===== config.mk =====
export PLATFORM = sky130hd
export DESIGN_NAME = song_mem_ctrl
export DESIGN_NICKNAME = d
export VERILOG_FILES = /design/src/rtl/song_mem_ctrl.sv
export SDC_FILE = /design/constraint.sdc
export NUM_CORES = 1
export LEC_CHECK = 0
export ABC_AREA = 1
export CAP_MARGIN = 30
export CORE_MARGIN = 1.5
export CORE_UTILIZATION = 55
export DETAILED_ROUTE_END_ITERATION = 6
export PLACE_DENSITY = 0.73
export SYNTH_ARGS = -nofsm -noshare
export SYNTH_HDL_FRONTEND = slang
export SYNTH_SLANG_ARGS = --single-unit

===== constraint.sdc =====
create_clock -name clk -period 10.85 [get_ports clk]
set_clock_uncertainty 0.2 [all_clocks]
set_input_delay 1.6275 -clock clk [delete_from_list [all_inputs] [get_ports clk]]
set_output_delay 1.6275 -clock clk [all_outputs]
set_load 0.01 [all_outputs]

===== src/rtl/song_mem_ctrl.sv =====
// Song memory sequencer: steps a per-slot sample pointer on each ac97 ready strobe, reading the
// sample RAM in playback and writing it in record. Optional feature macro: LOOP_PLAYBACK_EN.
module song_mem_ctrl #(
  parameter int unsigned ADDR_W      = 19,
  parameter int unsigned SLOT_BITS   = 4,
  parameter int unsigned DATA_W      = 16,
  parameter int unsigned RD_LAT      = 2,
  parameter int unsigned SAMPLE_RATE = 48000
) (
  input  logic                 clk,
  input  logic                 reset,
  input  logic                 ready,
  input  logic [SLOT_BITS-1:0] song_choice,
  input  logic                 record_mode,
  input  logic                 start_song,
  input  logic                 pause_song,
  input  logic [DATA_W-1:0]    sample_in,
  input  logic [DATA_W-1:0]    mem_rdata,
  output logic [ADDR_W-1:0]    mem_addr,
  output logic                 mem_we,
  output logic [DATA_W-1:0]    mem_wdata,
  output logic [DATA_W-1:0]    sample_out,
  output logic                 sample_valid,
  output logic                 song_done,
  output logic [7:0]           running_time
);

  localparam int unsigned OFF_W  = ADDR_W - SLOT_BITS;
  localparam int unsigned LEN_W  = OFF_W + 1;
  localparam int unsigned NSLOTS = 2 ** SLOT_BITS;
  localparam int unsigned TICK_W = (SAMPLE_RATE > 1) ? $clog2(SAMPLE_RATE) : 1;
  localparam logic [LEN_W-1:0]  SLOT_SIZE = LEN_W'(1) << OFF_W;
  localparam logic [TICK_W-1:0] TICK_MAX  = TICK_W'(SAMPLE_RATE - 1);

  typedef enum logic [1:0] {IDLE, PLAY, REC, DONE} state_t;

  state_t               state_q, state_d;
  logic [SLOT_BITS-1:0] slot_q;
  logic [LEN_W-1:0]     offset_q;
  logic [LEN_W-1:0]     len_q [NSLOTS];
  logic [TICK_W-1:0]    tick_q;
  logic [RD_LAT-1:0]    rd_pipe_q;

  logic [LEN_W-1:0]     limit_c;
  logic                 step_c;
  logic                 access_c;
  logic                 finish_c;
  logic                 wrap_c;
  logic                 rd_c;

  // Next-state and per-cycle strobes; a start pulse always overrides the current activity.
  always_comb begin
    state_d  = state_q;
    access_c = 1'b0;
    finish_c = 1'b0;
    wrap_c   = 1'b0;
    step_c   = ready && !pause_song && (state_q == PLAY || state_q == REC);
    limit_c  = (state_q == REC) ? SLOT_SIZE : len_q[slot_q];
    if (start_song) begin
      if (record_mode && !song_choice[SLOT_BITS-1]) state_d = DONE;
      else if (record_mode)                         state_d = REC;
      else                                          state_d = PLAY;
    end else if (step_c) begin
      if (offset_q == limit_c) begin
`ifdef LOOP_PLAYBACK_EN
        if (state_q == PLAY && limit_c != '0) begin
          wrap_c = 1'b1;
        end else begin
          finish_c = 1'b1;
          state_d  = DONE;
        end
`else
        finish_c = 1'b1;
        state_d  = DONE;
`endif
      end else begin
        access_c = 1'b1;
      end
    end
    rd_c = access_c && (state_q == PLAY);
  end

  always_ff @(posedge clk or posedge reset) begin
    if (reset) state_q <= IDLE;
    else       state_q <= state_d;
  end

  // Pointer, length table, RAM interface and read-valid pipeline.
  always_ff @(posedge clk or posedge reset) begin
    if (reset) begin
      slot_q       <= '0;
      offset_q     <= '0;
      tick_q       <= '0;
      rd_pipe_q    <= '0;
      running_time <= '0;
      song_done    <= 1'b0;
      mem_addr     <= '0;
      mem_we       <= 1'b0;
      mem_wdata    <= '0;
      sample_out   <= '0;
      sample_valid <= 1'b0;
      for (int unsigned i = 0; i < NSLOTS; i++) begin
        len_q[i] <= (i < NSLOTS / 2) ? SLOT_SIZE : '0;
      end
    end else begin
      mem_we       <= 1'b0;
      sample_valid <= rd_pipe_q[RD_LAT-1];
      if (rd_pipe_q[RD_LAT-1]) sample_out <= mem_rdata;
      rd_pipe_q <= (rd_pipe_q << 1) | RD_LAT'(rd_c);
      if (start_song) begin
        slot_q       <= song_choice;
        offset_q     <= '0;
        tick_q       <= '0;
        running_time <= '0;
        rd_pipe_q    <= '0;
        sample_valid <= 1'b0;
        song_done    <= record_mode && !song_choice[SLOT_BITS-1];
      end else if (finish_c) begin
        song_done <= 1'b1;
      end else if (wrap_c) begin
        offset_q     <= '0;
        tick_q       <= '0;
        running_time <= '0;
      end else if (access_c) begin
        mem_addr <= {slot_q, offset_q[OFF_W-1:0]};
        if (state_q == REC) begin
          mem_we        <= 1'b1;
          mem_wdata     <= sample_in;
          len_q[slot_q] <= offset_q + LEN_W'(1);
        end
        offset_q <= offset_q + LEN_W'(1);
        if (tick_q == TICK_MAX) begin
          tick_q <= '0;
          if (running_time != 8'hFF) running_time <= running_time + 8'd1;
        end else begin
          tick_q <= tick_q + TICK_W'(1);
        end
      end
    end
  end

endmodule


After elaboration in Yosys (flattened, before gate mapping)
Index checks and enable logic that the tools add are counted.
{"block": "classes", "addsub": 3, "magnitude_cmp": 2, "n_eq_ne": 6, "mux": 38, "bitwise": 4, "reduce_logical": 19}
{"cell": "$bwmux 256", "n": 1}
{"cell": "$mux 16", "n": 11}
{"cell": "$bmux 16 s4", "n": 1}
{"cell": "$demux 16 s4", "n": 1}
{"cell": "$mux 8", "n": 5}
{"cell": "$add 16x1->16 const B", "n": 2}
{"cell": "$eq 16x16->1", "n": 1}
{"cell": "$eq 16x16->1 const B", "n": 1}
{"cell": "$mux 1", "n": 13}
{"cell": "$mux 2", "n": 6}
{"cell": "$reduce_bool 2->1", "n": 6}
{"cell": "$add 8x1->8 const B", "n": 1}
{"cell": "$ne 8x8->1 const B", "n": 1}
{"cell": "$reduce_and 4->1", "n": 2}
{"cell": "$ge 5x5->1 const B", "n": 1}
{"cell": "$logic_and 1x1->1", "n": 5}
{"cell": "$lt 5x1->1 const B", "n": 1}
{"cell": "$not 4->5", "n": 1}
{"cell": "$reduce_and 2->1", "n": 2}
{"cell": "$reduce_and 3->1", "n": 1}
{"cell": "$eq 2x1->1 const B", "n": 1}
{"cell": "$eq 2x2->1 const B", "n": 1}
{"cell": "$logic_not 1->1", "n": 2}
{"cell": "$ne 2x2->1 const B", "n": 1}
{"cell": "3 further kinds", "n": 4}
{"block": "word_totals", "reg_bits": 358}

Longest topological paths before layout
Gate-level depths: netlist (run 1).
{"block": "logic_depth", "depth_word": 12, "mapped_depth": 24}

Worst setup path after synthesis (run 1)
Ideal clock, no wire load.
{"block": "synth_timing", "kind": "input -> register", "from": "in ready", "to": "reg len_q[67] (netlist bit)", "setup_time_ps": 121, "t_arrival_ps": 2853, "required_time_ps": 10529, "setup_slack_ps": 7676, "path_stages": 7, "cell_sequence": "nor3b_1 nand4_1 buf_4 buf_6 buf_6 o21bai_1 nand2_1"}
{"block": "synth_via", "elab_chain_cells": 6}
{"element": "from (decl)", "line": "12", "rtl": "input logic ready,"}
{"element": "$logic_and 1x1->1 (*) (2 in a row)", "line": "57", "rtl": "step_c = ready && !pause_song && (state_q == PLAY || state_q == REC);"}
{"element": "$mux 1", "line": "63", "rtl": "end else if (step_c) begin"}
{"element": "$mux 1", "line": "59", "rtl": "if (start_song) begin"}
{"element": "$not 1->1 (no source line)"}
{"element": "$reduce_and 4->1 (no source line) (*)"}
{"element": "to (signal, indexed assignment)", "line": "103", "rtl": "len_q[i] <= (i < NSLOTS / 2) ? SLOT_SIZE : '0;"}
{"element": "to (signal, indexed assignment)", "line": "129", "rtl": "len_q[slot_q] <= offset_q + LEN_W'(1);"}
{"element": "to (decl)", "line": "40", "rtl": "logic [LEN_W-1:0] len_q [NSLOTS];"}
Every way passes the cells marked *; elsewhere a longest branch is shown, timed or not.
A chain may end at the register's enable or synchronous reset.

Worst setup path after layout (run 1)
{"block": "layout_timing", "from": "reg slot_q[0]", "to": "reg len_q[45] (netlist bit)"}
{"block": "layout_via", "elab_chain_cells": 11}
{"element": "from (decl)", "line": "38", "rtl": "logic [SLOT_BITS-1:0] slot_q;"}
{"element": "from (signal assigned)", "line": "111", "rtl": "slot_q <= song_choice;"}
{"element": "$not 4->5 (implied by the code) (*)", "line": "58, 129"}
{"element": "$bmux 16 s4", "line": "58", "rtl": "limit_c = (state_q == REC) ? SLOT_SIZE : len_q[slot_q];"}
{"element": "$mux 16 (implied by the code) (2 in a row)", "line": "58"}
{"element": "$mux 16", "line": "58"}
{"element": "$eq 16x16->1", "line": "64", "rtl": "if (offset_q == limit_c) begin"}
{"element": "$mux 1", "line": "64"}
{"element": "$mux 1", "line": "63"}
{"element": "$mux 1", "line": "59"}
{"element": "$not 1->1 (no source line)"}
{"element": "$reduce_and 4->1 (no source line)"}
Every way passes the cells marked *; elsewhere a longest branch is shown, timed or not. The select of a mux whose other input is x is not followed.

==> flow_metrics.env, run 1 <==
export IMPL_syn_area_per_cell_sq_um=7.29
export IMPL_fillers=3069
export IMPL_vias_per_cell=5.55
export IMPL_drt_total_wl_um=56600
export IMPL_antenna_found_initial=0
export IMPL_yosys_warnings=0
export IMPL_cts_made_buffers=40
export IMPL_clk_insertion_delay_late_ps=550
export IMPL_grt_max_degree=259
export IMPL_cts_hold_buf=0
export IMPL_multi_input_area_sq_um=8700
export IMPL_cts_resized=0
export IMPL_ir_worst_vdd_mv=0.129
export IMPL_max_cap_violations=0
export IMPL_antenna_cells=0
export IMPL_gp_congestion=0.897
export IMPL_clock_sinks=358
export IMPL_cp_max_fo=258
export IMPL_max_slew_worst_pin_slew_ps=1430
export IMPL_portBuffers=103
export IMPL_path_class="register to register"
export IMPL_setup_viol=0
export IMPL_p_per_area_nw_per_um2=154
export IMPL_syn_area_sq_um=19800
export IMPL_syn_inst=2711
export IMPL_worstPathArrival_ps=6480
export IMPL_drive_above_1_share_pct=5.51
export IMPL_drv_slew=0
export IMPL_vias=17800
export IMPL_drc=0
export IMPL_status="finished, final reports clean"
export IMPL_antenna_left=0
export IMPL_ys_ff_latch=358
export IMPL_yosysSeqAreaShare_pct=45.4
export IMPL_syn_nets=2758
export IMPL_fp_dieW_um=193
export IMPL_cp_start_kind="register"
export IMPL_fin_nets=2774
export IMPL_first_iter_violations=1946
export IMPL_die_area_sq_um=37100
export IMPL_drt_wirelength_per_cell_um=17.6
export IMPL_cts_tree="built"
export IMPL_final_hold_violation_count=0
export IMPL_register_area_sq_um=8970
export IMPL_core_sq_um=35500
export IMPL_cts_htree_levels=2
export IMPL_area_growth_synth_to_final_pct=13.4
export IMPL_p_leak_nw=11.1
export IMPL_post_route_min_period_ps=6200
export IMPL_grt_overflow_total=0
export IMPL_die_h_um=193
export IMPL_clk_pin_slew_ps=60
export IMPL_ys_dominant_reg_cell="dfrtp_1"
export IMPL_start_util_pct=55.7
export IMPL_rsz0062_at_grt="no"
export IMPL_rows=69
export IMPL_hold_class="register to register"
export IMPL_fin_ws_ps=4650
export IMPL_fin_crit_sh_pct=57.1
export IMPL_slew_headroom_pct=4.67
export IMPL_fmax_mhz=161
export IMPL_required_ps=11130
export IMPL_holdWs_ps=269
export IMPL_tns_ps=0
export IMPL_end_kind="register"
export IMPL_async_flop_share_pct=100
export IMPL_grt_util_all_layers_pct=31.4
export IMPL_preCtsSetupSlack_ps=4990
export IMPL_post_route_util_pct=63.2
export IMPL_clock_path_buffers=3
export IMPL_synth_cell_types=31
export IMPL_cts_setup_buffers=0
export IMPL_ctsRootBufferMaster="clkbuf_16"
export IMPL_synth_edff_count=0
export IMPL_grt_pass1_wl_um=91300
export IMPL_drt_pass1_iterations=5
export IMPL_grt_pass1_vias=16800
export IMPL_io_pins=104
export IMPL_dp_hpwl_um=33900
critical path: stages, from the launching register on:
cell and delay [ps]:
dfrtp_4 830, buf_4 770, buf_4 650, nand2_1 110, o21ai_0 100, nand2_1 110, nand2_1 110, nand2_1 100
nand2_1 120, inv_1 50, nand2_1 50, nand3_1 60, nand2_1 150, nor2_1 50, nand2_1 50, nor2_1 70
nand2_2 110, nand3_4 370, nor2_4 520, buf_12 590, nand3_1 190, nand2_1 140
per-stage QoR:
step	cell area (sq um)	std cells	total power, W
after floorplan	19800	2711	0.00182
after global placement	21000	3141	0.00202
after detailed placement	21000	3146	0.00204
after CTS	22400	3218	0.00346
after global routing	22400	3218	0.00359
final	22400	3218	0.00344
sequential cells by signal, indices dropped and copies added, names as in the netlist:
| name | count |
|---|---|
| tick_q | 16 |
| rd_pipe_q | 2 |
| len_q | 256 |
| slot_q | 4 |
| mem_wdata | 16 |
| sample_out | 16 |
| sample_valid | 1 |
| state_q | 2 |
| song_done | 1 |
| offset_q | 16 |
| mem_we | 1 |
| running_time | 8 |
| mem_addr | 19 |
synth_stat cells (2+ instances only):
master | instances | area [sq um]
nand2_1 | 1008 | 3780
dfrtp_1 | 350 | 8760
inv_1 | 348 | 1310
nand3_1 | 294 | 1470
o21bai_1 | 256 | 1920
o21ai_0 | 131 | 656
buf_2 | 84 | 420
clkbuf_1 | 64 | 240
nor2_1 | 50 | 188
xor2_1 | 24 | 210
o21ai_1 | 13 | 65.1
inv_2 | 11 | 41.3
buf_1 | 9 | 33.8
nor3_1 | 9 | 45.0
buf_6 | 8 | 90.1
dfstp_2 | 8 | 210
buf_4 | 7 | 52.6
nand4_1 | 6 | 37.5
ha_1 | 5 | 62.6
o22ai_1 | 4 | 25.0
or2_2 | 4 | 25.0
a21oi_1 | 3 | 15.0
xnor2_1 | 3 | 26.3
clkinv_1 | 2 | 7.51
nand2_2 | 2 | 12.5
nor2_2 | 2 | 12.5
nor4_1 | 2 | 12.5
cell usage in the layout, fill, tap and decap left out, drive strengths merged, types with 24 or more instances in the layout:
master,Yosys,layout
inv,359,358
o21ai,144,144
clkbuf,64,57
dfrtp,350,350
clkdlybuf4s50,0,103
buf,108,43
o21bai,256,256
nand3,295,295
nor2,52,52
nand2,1010,1010
xor2,24,24
logic make-up (layout without fill, tap and decap cells):
group                      after synthesis  in the layout  share of synthesized area [%]
and+or+nand+nor                       1379           1379                           28.4
buffers and inverters                  533            579                           11.1
AOI/OAI and AO/OA                      409            409                           13.6
DFF                                    358            358                           45.4
xor gates and xnor gates                27             27                           1.20
adders and majority gates                5              5                          0.316
metal layers:
metal / vias up / routed length (um) / GRT usage, %
met1: 8454 / 23700 / 43.7
met4: 0 / 3050 / 16.3
met5: - / 0 / 0
met2: 799 / 24900 / 47.2
li1: 8438 / - / -
met3: 156 / 4950 / 4.93
worst paths after layout:
| kind | endpoint | from | cells past startpoint | slack, ps |
|---|---|---|---|---|
| hold / removal | rd_pipe_q[1] | rd_pipe_q[0] | 2 | 270 |
| max in group asynchronous | len_q[91] | reset | 4 | 7050 |
| setup reg to reg | len_q[45] | slot_q[0] | 21 | 4650 |
| min in group asynchronous | tick_q[9] | reset | 2 | 1230 |
| hold reg to reg | rd_pipe_q[1] | rd_pipe_q[0] | 2 | 270 |
| setup / recovery | len_q[45] | slot_q[0] | 21 | 4650 |
power by group:
group          leakage (nW)  internal (W)  switching (W)
Sequential             3.64       0.00142      0.0000500
Combinational          6.80      0.000210       0.000344
Clock                 0.682      0.000861       0.000560
Total                  11.1       0.00249       0.000954
layout make-up:
class	count	share of cell area [%]
clock buffer	57	5.33
tap	461	2.57
multi-input combinational	1820	38.8
inverter	361	6.06
clock inverter	15	0.803
sequential	358	40.0
timing repair buffer	146	6.44
Power figures use the tool's default switching activity.
==> inputs of run 2 (changes only) <==
- CORE_UTILIZATION: 55 -> 61
- PLACE_DENSITY: 0.73 -> 0.77
- clock period: 10.85 -> 5.8 ns (I/O delays scaled with it)
==> flow_metrics.env, run 2 (same netlist as run 1, synthesis figures left out) <==
export IMPL_first_iter_violations=2083
export IMPL_cp_depth=20
export IMPL_p_per_area_nw_per_um2=285
export IMPL_clock_path_buffers=3
export IMPL_layout_commonest_cell="nand2_1"
export IMPL_cp_max_fo=99
export IMPL_post_route_util_pct=70.4
export IMPL_drt_total_wl_um=56400
export IMPL_status="finished, final reports clean"
export IMPL_tns_ps=0
export IMPL_fin_nets=2781
export IMPL_power_w=0.00635
export IMPL_fin_cells=3166
export IMPL_die_area_sq_um=33500
export IMPL_drt_pass1_iterations=5
export IMPL_area_growth_synth_to_final_pct=13.0
export IMPL_wl_met3_um=5050
export IMPL_cts_hold_buf=0
export IMPL_hold_class="register to register"
export IMPL_required_ps=6060
export IMPL_ir_worst_vdd_mv=0.227
export IMPL_setup_viol=0
export IMPL_drt_wirelength_per_cell_um=17.8
export IMPL_mostFrequentLayoutCells="nand2_1, dfrtp_1, inv_1"
export IMPL_reg_largest_list="len_q (256), mem_addr (19)"
export IMPL_clock_sinks=358
export IMPL_fp_dieW_um=183
export IMPL_grt_pass1_vias=17400
export IMPL_path_cells="inv_2 > nand2_1 > nand2_1 > nand2_1 > nand2_1 > nand2_1 > nand2_1 > inv_1 > nand2_1 > nand3_1 > nand2_1 > nor2_1 > nand2_1 > nor2_1 > nand2_2 > nand3_4 > nor2_4 > buf_12 > nand3_1 > nand2_1"
export IMPL_grt_pass1_wl_um=91800
export IMPL_grt_util_all_layers_pct=34.5
export IMPL_cp_start_kind="register"
export IMPL_regMostFlops="len_q"
export IMPL_drive_above_1_share_pct=5.35
export IMPL_drv_slew=0
export IMPL_clk_insertion_delay_late_ps=540
export IMPL_cp_top_family="simple AND/OR/NAND/NOR gates"
export IMPL_end_kind="register"
export IMPL_dp_cells=3092
export IMPL_wl_met1_um=23300
export IMPL_vias_per_cell=5.67
export IMPL_antenna_cells=0
export IMPL_portBuffers=103
export IMPL_io_pins=104
export IMPL_die_h_um=183
export IMPL_final_hold_violation_count=0
export IMPL_cts_resized=0
export IMPL_max_slew_worst_pin_slew_ps=1030
export IMPL_antenna_left=0
export IMPL_start_util_pct=62.3
export IMPL_dp_hpwl_um=34300
export IMPL_rows=65
export IMPL_largest_reg_flops=256
export IMPL_rsz0062_at_grt="no"
export IMPL_cts_htree_levels=2
export IMPL_grt_max_degree=201
export IMPL_holdPathStages=2
export IMPL_path_class="register to register"
export IMPL_gp_congestion=0.936
export IMPL_fmax_mhz=226
export IMPL_ctsRootBufferMaster="clkbuf_16"
export IMPL_cp_buffers_inverters=3
export IMPL_reg2reg_depth=20
export IMPL_clk_pin_slew_ps=60
export IMPL_vias=18000
export IMPL_highest_layer="met4"
export IMPL_antenna_found_initial=0
export IMPL_fin_crit_sh_pct=76.4
export IMPL_worstPathArrival_ps=4690
export IMPL_cts_made_buffers=40
export IMPL_post_route_min_period_ps=4430
export IMPL_dr_wl_met2_um=25300
export IMPL_drc=0
export IMPL_cp_common_cell="nand2_1"
export IMPL_slew_headroom_pct=31.0
export IMPL_core_sq_um=31700
export IMPL_cts_setup_buffers=0
export IMPL_p_leak_nw=11.1
export IMPL_slowest_stage="inv_2"
export IMPL_fillers=2603
export IMPL_cts_tree="built"
export IMPL_cpPeakStageDelay_ps=690
export IMPL_max_cap_violations=0
export IMPL_grt_overflow_total=0
-- run 2: path summary, 6_finish.rpt --
kind,startpoint,endpoint,slack [ps]
worst max-delay path,slot_q[0],len_q[72],1370
worst min-delay path,sample_out[7],sample_out[7],270
worst max register to register,slot_q[0],len_q[72],1370
worst min register to register,sample_out[7],sample_out[7],270
max in group asynchronous,reset,len_q[252],3550
min in group asynchronous,reset,sample_out[2],630
-- run 2: final cells by class --
type | count | area [sq um] | area share (%)
clock buffer | 59 | 1180 | 5.30
clock inverter | 13 | 134 | 0.600
inverter | 361 | 1360 | 6.09
multi-input combinational | 1820 | 8640 | 38.7
sequential | 358 | 8970 | 40.2
tap | 402 | 503 | 2.25
timing repair buffer | 153 | 1530 | 6.87
-- run 2: power breakdown --
| group | internal (W) | switching (W) | total [W] |
|---|---|---|---|
| Combinational | 0.000398 | 0.000663 | 0.00106 |
| Sequential | 0.00265 | 0.0000827 | 0.00273 |
| Clock | 0.00151 | 0.00105 | 0.00256 |
| Total | 0.00456 | 0.00180 | 0.00635 |
-- run 2: layer usage --
| layer | GRT usage (%) | vias to the layer above |
|---|---|---|
| li1 | - | 8451 |
| met1 | 47.7 | 8568 |
| met2 | 52.7 | 803 |
| met3 | 6.51 | 137 |
| met4 | 16.6 | 0 |
| met5 | 0 | - |
-- run 2: worst register-to-register path, stage by stage, from the launching register on --
cell,delay (ps)
dfrtp_4,490
inv_2,700
nand2_1,190
nand2_1,130
nand2_1,90
nand2_1,140
nand2_1,60
nand2_1,220
inv_1,60
nand2_1,60
nand3_1,60
nand2_1,120
nor2_1,40
nand2_1,70
nor2_1,60
nand2_2,100
nand3_4,370
nor2_4,460
buf_12,390
nand3_1,230
nand2_1,110
-- run 2: per-stage QoR --
step,cell area (sq um),hold slack (ps),setup WS [ps]
after CTS,22300,272,1400
after global routing,22300,293,1040
after floorplan,19800,234,-61.8
after global placement,21000,253,1620
after detailed placement,21000,258,1500
final,22300,267,1370
